--- src/rtl/hc283_pkg.sv ---
// Shared definitions for the nibble-serial adder.
//   state_e : FSM state encoding (IDLE, RUN, DONE)
//   SLICE_W : width of the single time-multiplexed adder slice
package hc283_pkg;

  typedef enum logic [1:0] {
    IDLE = 2'd0,
    RUN  = 2'd1,
    DONE = 2'd2
  } state_e;

  localparam int SLICE_W = 4;

endpackage

--- src/rtl/hc283_serial_adder_if.sv ---
// Handshake/data bundle for hc283_serial_adder.
//   Input side : in_valid, in_ready, inA, inB, cin, op_sub
//   Output side: out_valid, out_ready, out, cout, ovf, busy
//   master modport: the producer/consumer environment
//   slave modport : the adder itself
interface hc283_serial_adder_if #(
  parameter int WIDTH = 16
);
  logic             in_valid;
  logic             in_ready;
  logic [WIDTH-1:0] inA;
  logic [WIDTH-1:0] inB;
  logic             cin;
  logic             op_sub;
  logic             out_valid;
  logic             out_ready;
  logic [WIDTH-1:0] out;
  logic             cout;
  logic             ovf;
  logic             busy;

  modport master (
    output in_valid, inA, inB, cin, op_sub, out_ready,
    input  in_ready, out_valid, out, cout, ovf, busy
  );

  modport slave (
    input  in_valid, inA, inB, cin, op_sub, out_ready,
    output in_ready, out_valid, out, cout, ovf, busy
  );
endinterface

--- src/rtl/hc283_slice4.sv ---
// Combinational 4-bit adder slice: {co, s} = a + b + ci.
//   a, b : slice operands
//   ci   : carry in
//   s    : slice sum
//   co   : carry out
module hc283_slice4 (
  input  logic [3:0] a,
  input  logic [3:0] b,
  input  logic       ci,
  output logic [3:0] s,
  output logic       co
);
  assign {co, s} = {1'b0, a} + {1'b0, b} + {4'b0000, ci};
endmodule

--- src/rtl/hc283_serial_adder.sv ---
// Nibble-serial WIDTH-bit adder. One 4-bit slice is reused for every
// nibble; the carry ripples between cycles through carry_q.
//   clk   : clock, rising edge
//   rst_n : asynchronous active-low reset
//   bus   : hc283_serial_adder_if.slave (operand handshake, result handshake,
//           out/cout/ovf, busy)
// Optional macro HC283_SERIAL_SUB_EN: when defined, op_sub=1 computes A-B by
// latching ~inB and forcing the slice-0 carry to 1. When undefined op_sub is
// ignored.
module hc283_serial_adder
  import hc283_pkg::*;
#(
  parameter int WIDTH = 16
) (
  input  logic                 clk,
  input  logic                 rst_n,
  hc283_serial_adder_if.slave  bus
);
  localparam int NSLICE = WIDTH / SLICE_W;
  localparam int IDX_W  = (NSLICE > 1) ? $clog2(NSLICE) : 1;
  localparam logic [IDX_W-1:0] LAST_IDX = IDX_W'(NSLICE - 1);

  state_e           state_q, state_d;
  logic [IDX_W-1:0] idx_q, idx_d;
  logic [WIDTH-1:0] a_q, a_d;
  logic [WIDTH-1:0] b_q, b_d;   // effective B (already inverted for subtract)
  logic [WIDTH-1:0] res_q, res_d;
  logic             carry_q, carry_d;
  logic             cout_q, cout_d;
  logic             ovf_q, ovf_d;

  logic [3:0]       slice_s;
  logic             slice_co;

  hc283_slice4 u_slice (
    .a  (a_q[idx_q*SLICE_W +: SLICE_W]),
    .b  (b_q[idx_q*SLICE_W +: SLICE_W]),
    .ci (carry_q),
    .s  (slice_s),
    .co (slice_co)
  );

`ifndef HC283_SERIAL_SUB_EN
  logic unused_op_sub;
  assign unused_op_sub = bus.op_sub;
`endif

  always_comb begin
    state_d = state_q;
    idx_d   = idx_q;
    a_d     = a_q;
    b_d     = b_q;
    res_d   = res_q;
    carry_d = carry_q;
    cout_d  = cout_q;
    ovf_d   = ovf_q;
    case (state_q)
      IDLE: begin
        if (bus.in_valid) begin
          a_d   = bus.inA;
`ifdef HC283_SERIAL_SUB_EN
          b_d     = bus.op_sub ? ~bus.inB : bus.inB;
          carry_d = bus.op_sub ? 1'b1 : bus.cin;
`else
          b_d     = bus.inB;
          carry_d = bus.cin;
`endif
          idx_d   = '0;
          state_d = RUN;
        end
      end
      RUN: begin
        res_d[idx_q*SLICE_W +: SLICE_W] = slice_s;
        carry_d = slice_co;
        idx_d   = idx_q + 1'b1;
        if (idx_q == LAST_IDX) begin
          cout_d  = slice_co;
          // Signed overflow: operands agree in sign but the sum does not.
          ovf_d   = (a_q[WIDTH-1] == b_q[WIDTH-1]) && (slice_s[3] != a_q[WIDTH-1]);
          idx_d   = '0;
          state_d = DONE;
        end
      end
      DONE: begin
        if (bus.out_ready) state_d = IDLE;
      end
      default: state_d = IDLE;
    endcase
  end

  always_ff @(posedge clk or negedge rst_n) begin
    if (!rst_n) begin
      state_q <= IDLE;
      idx_q   <= '0;
      a_q     <= '0;
      b_q     <= '0;
      res_q   <= '0;
      carry_q <= 1'b0;
      cout_q  <= 1'b0;
      ovf_q   <= 1'b0;
    end else begin
      state_q <= state_d;
      idx_q   <= idx_d;
      a_q     <= a_d;
      b_q     <= b_d;
      res_q   <= res_d;
      carry_q <= carry_d;
      cout_q  <= cout_d;
      ovf_q   <= ovf_d;
    end
  end

  assign bus.in_ready  = (state_q == IDLE);
  assign bus.out_valid = (state_q == DONE);
  assign bus.busy      = (state_q != IDLE);
  assign bus.out       = res_q;
  assign bus.cout      = cout_q;
  assign bus.ovf       = ovf_q;
endmodule
--- src/flat_wrapper.sv ---
// flat-port wrapper written by rule: the top's interface ports become plain ports
module hc283_serial_adder_flat import hc283_pkg::*;
#(
  parameter int WIDTH = 16
)
  (clk, rst_n, bus_in_valid, bus_inA, bus_inB, bus_cin, bus_op_sub, bus_out_ready, bus_in_ready, bus_out_valid, bus_out, bus_cout, bus_ovf, bus_busy);
  hc283_serial_adder_if #(.WIDTH(WIDTH)) bus_i ();
  input  logic clk;
  input  logic rst_n;
  input wire logic [$bits(bus_i.in_valid)-1:0] bus_in_valid;
  input wire logic [$bits(bus_i.inA)-1:0] bus_inA;
  input wire logic [$bits(bus_i.inB)-1:0] bus_inB;
  input wire logic [$bits(bus_i.cin)-1:0] bus_cin;
  input wire logic [$bits(bus_i.op_sub)-1:0] bus_op_sub;
  input wire logic [$bits(bus_i.out_ready)-1:0] bus_out_ready;
  output wire logic [$bits(bus_i.in_ready)-1:0] bus_in_ready;
  output wire logic [$bits(bus_i.out_valid)-1:0] bus_out_valid;
  output wire logic [$bits(bus_i.out)-1:0] bus_out;
  output wire logic [$bits(bus_i.cout)-1:0] bus_cout;
  output wire logic [$bits(bus_i.ovf)-1:0] bus_ovf;
  output wire logic [$bits(bus_i.busy)-1:0] bus_busy;
  assign bus_i.in_valid = bus_in_valid;
  assign bus_i.inA = bus_inA;
  assign bus_i.inB = bus_inB;
  assign bus_i.cin = bus_cin;
  assign bus_i.op_sub = bus_op_sub;
  assign bus_i.out_ready = bus_out_ready;
  assign bus_in_ready = bus_i.in_ready;
  assign bus_out_valid = bus_i.out_valid;
  assign bus_out = bus_i.out;
  assign bus_cout = bus_i.cout;
  assign bus_ovf = bus_i.ovf;
  assign bus_busy = bus_i.busy;
  hc283_serial_adder #(.WIDTH(WIDTH)) u_core (.clk(clk), .rst_n(rst_n), .bus(bus_i));
endmodule
--- config.mk ---
export PLATFORM = sky130hd
export DESIGN_NAME = hc283_serial_adder_flat
export DESIGN_NICKNAME = d
export VERILOG_FILES = /design/src/rtl/hc283_pkg.sv /design/src/rtl/hc283_serial_adder_if.sv /design/src/rtl/hc283_slice4.sv /design/src/rtl/hc283_serial_adder.sv /design/src/flat_wrapper.sv
export SDC_FILE = /design/constraint.sdc
export NUM_CORES = 1
export LEC_CHECK = 0
export CAP_MARGIN = 10
export CORE_ASPECT_RATIO = 0.75
export CORE_MARGIN = 2
export CORE_UTILIZATION = 30
export CTS_BUF_LIST = sky130_fd_sc_hd__clkbuf_4
export CTS_CLUSTER_DIAMETER = 100
export DETAILED_ROUTE_END_ITERATION = 16
export PLACE_DENSITY_LB_ADDON = 0.25
export SLEW_MARGIN = 15
export SYNTH_ARGS = -nofsm -noshare
export SYNTH_HDL_FRONTEND = slang
export SYNTH_SLANG_ARGS = --single-unit
--- constraint.sdc ---
create_clock -name clk -period 2.97 [get_ports clk]
set_input_delay 0.297 -clock clk [delete_from_list [all_inputs] [get_ports clk]]
set_output_delay 0.297 -clock clk [all_outputs]
set_load 0.005 [all_outputs]
==> run_results.csv <==
group,metric,value,unit
synthesis,synth-edff-count,0,
setup_path,startpoint_type,"flop",
timing,setup_ws,0.377,ns
final_layout,nFillCells,842,
synthesis,async_reset_ff_frac,1.00,
timing,period_needed,2.59,ns
placed_design,globalplace.congestion,0.799,
clocking,cts_buffer_depth,2,
pwr,power-per-cell-area,1120,nW/um^2
global_routing,grt_start_max_net_pins,37,
synthesis,synthTopCellsByCount,"dfrtp_1 (55), mux2_2 (32), a22o_1 (11), ha_1 (9), nand2_1 (9)",
timing,rsz0062_at_grt,"no",
placed_design,place_ws,0.358,ns
setup_path,crit_top_cell,"fa_1",
timing,finalHoldViolCount,9,
detailed_routing,wl_per_cell,14.8,microns
placed_design,port_buffers,57,
hold_path,min_path_type,"primary input to asynchronous set/reset pin",
setup_path,cp_slowest_stage_delay,0.55,ns
setup_path,path_cells,"mux4_2, fa_1, fa_1, xnor2_1, inv_1, a22o_2",
pwr,ir_worst_vdd,0.438,mV
final_layout,syn_to_final_growth,29.2,%
clocking,clk_pin_slew,0.16,ns
clocking,cts_max_level,2,
clocking,clk_latency,0.37,ns
timing,hold_ws,-0.00432,ns
global_routing,grt_pass1_vias,1671,
setup_path,rr_worst_depth,6,
detailed_routing,via_per_inst,4.69,
clocking,cts-root-buf,"clkbuf_4",
flow_run,cap_violations,0,
synthesis,synth_nets,228,
final_layout,antenna_cells,0,
setup_path,endpoint_kind,"flop",
detailed_routing,drt-pass1-iter-count,4,
synthesis,yosysTopAreaCell,"dfrtp_1",
global_routing,antenna_found_initial,0,
setup_path,crit_type,"flop to flop",
synthesis,avgSynthCellArea,14.2,sq um
run_status,outcome,"complete, but fails checks",
global_routing,overflow,0,
die,start_util,0.305,
run_status,violations,"negative hold slack",
setup_path,required,3.25,ns
final_layout,fin_nets,289,
pwr,p_leak,0.00138,uW
timing,slew_violations,0,
synthesis,yosys_most_used_dff,"dfrtp_1",
die,placementRows,29,
timing,finalClockSkew,0.00774,ns
die,die_w,110,microns
timing,tns,0,ns
detailed_routing,finalWirelength,5160,microns
final_layout,final_area,3290,sq um
die,ios,59,
clocking,postCtsSetupBuffers,0,
timing,period_share,0.873,
clocking,tritoncts,"done",
timing,relSlewSlack,0.462,
final_layout,layout-drive-gt1-share,0.261,
die,coreArea,8350,sq um
global_routing,grt_pass1_wl,8660,microns
detailed_routing,drt_iter0_markers,38,
synthesis,synth.distinct_cells,35,
setup_path,slowest_stage,"mux4_2",
timing,setup_violations,0,
die,dieArea,9250,sq um
setup_path,crit_cells,6,
clocking,cts_hold_buf,0,
timing,max_freq,386,MHz
die,die_h,83.8,microns
pwr,power,3690,uW
synthesis,netlist_instances,179,
synthesis,synthTopCellsByArea,"dfrtp_1 (54%), mux2_2 (14%), mux4_2 (7.1%), ha_1 (4.4%), a22o_1 (3.8%)",
setup_path,worstPathMaxFanout,4,
global_routing,grt_usage,0.117,
clocking,clkSinkCount,55,
synthesis,yosys_register_bits,55,
detailed_routing,via_count,1638,
setup_path,worstPathArrival,2.87,ns
placed_design,placed_area,3230,sq um
detailed_routing,final_antenna_net_count,0,
synthesis,syn_area,2550,sq um
detailed_routing,drc_errors,0,
clocking,cts_buffers,5,
clocking,cts_resized,0,
synthesis,yosysSeqAreaShare,0.540,
synthesis,yosys.area.top_type_share,0.540,
placed_design,hpwl,3810,microns
synthesis,yosysWarnings,0,
setup_path,path_buf_inv,1,
timing,worstMarginPinSlew,0.807,ns
synthesis,synth.most_common_cell,"dfrtp_1",
setup_path,cp_top_family,"adder cells",
per-stage QoR:
| stage | instances | utilization |
|---|---|---|
| 2_1_floorplan | 179 | - |
| 3_3_place_gp | 341 | 0.388 |
| 3_5_place_dp | 341 | 0.388 |
| 4_1_cts | 349 | 0.394 |
| 5_1_grt | 349 | 0.394 |
| 6_report | 349 | 0.394 |
metal layers:
metal / up-vias / GRT usage / share of wire
met5: - / 0 / 0
met4: 0 / 0.0307 / 0.0083
li1: 778 / - / -
met1: 814 / 0.181 / 0.52
met2: 42 / 0.163 / 0.43
met3: 4 / 0.0298 / 0.048
kinds of logic after synthesis:
| group | count (synthesis) | synth area share |
|---|---|---|
| flops | 55 | 0.540 |
| mux | 40 | 0.212 |
| simple gates | 29 | 0.0619 |
| compound gates | 28 | 0.0889 |
| buf+inv | 14 | 0.0300 |
| fa+ha+maj | 11 | 0.0599 |
| xor+xnor | 2 | 0.00688 |
layout make-up:
class,instances,area [sq um],area share
multi-input cells,110,1100,0.334
clock inverters,3,20.0,0.00608
repair buffers,61,596,0.181
inverters,7,26.3,0.00798
clock buffers,5,37.5,0.0114
well taps,108,135,0.0410
flip-flops and latches,55,1380,0.418
power breakdown:
part | internal [uW] | switching, uW
registers | 1090 | 225
clock network | 91.0 | 232
logic | 1050 | 1000
sequential cells by signal (all words and copies together), names as in the netlist:
register and cells:
u_core.bus.ovf 1, u_core.b_q 16, u_core.bus.out 16, u_core.carry_q 1, u_core.idx_q 2, u_core.a_q 16, u_core.bus.cout 1, u_core.state_q 2
final timing paths:
path	from	endpoint	slack, ns
worst max-delay path	u_core.idx_q[0]	u_core.bus.out[6]	0.38
worst min-delay path	rst_n	u_core.a_q[1]	-0.004
worst max register to register	u_core.idx_q[0]	u_core.bus.out[6]	0.38
worst min register to register	u_core.bus.out[2]	u_core.bus.out[2]	0.52
max in group asynchronous	rst_n	u_core.a_q[4]	2.20
min in group clk	bus_out_ready	u_core.state_q[1]	0.50
cells in the final DEF, fill, tap and decap left out, types with 3 or more instances in the layout:
master / n
a22o_1: 11
a22o_2: 4
and4_2: 3
buf_4: 4
clkbuf_4: 5
clkdlybuf4s50_1: 56
dfrtp_1: 55
ha_1: 9
inv_1: 7
mux2_2: 32
mux4_2: 8
nand2_1: 9
nand3_1: 3
nor2_1: 6
o21ai_0: 3
Power figures use the tool's default switching activity.
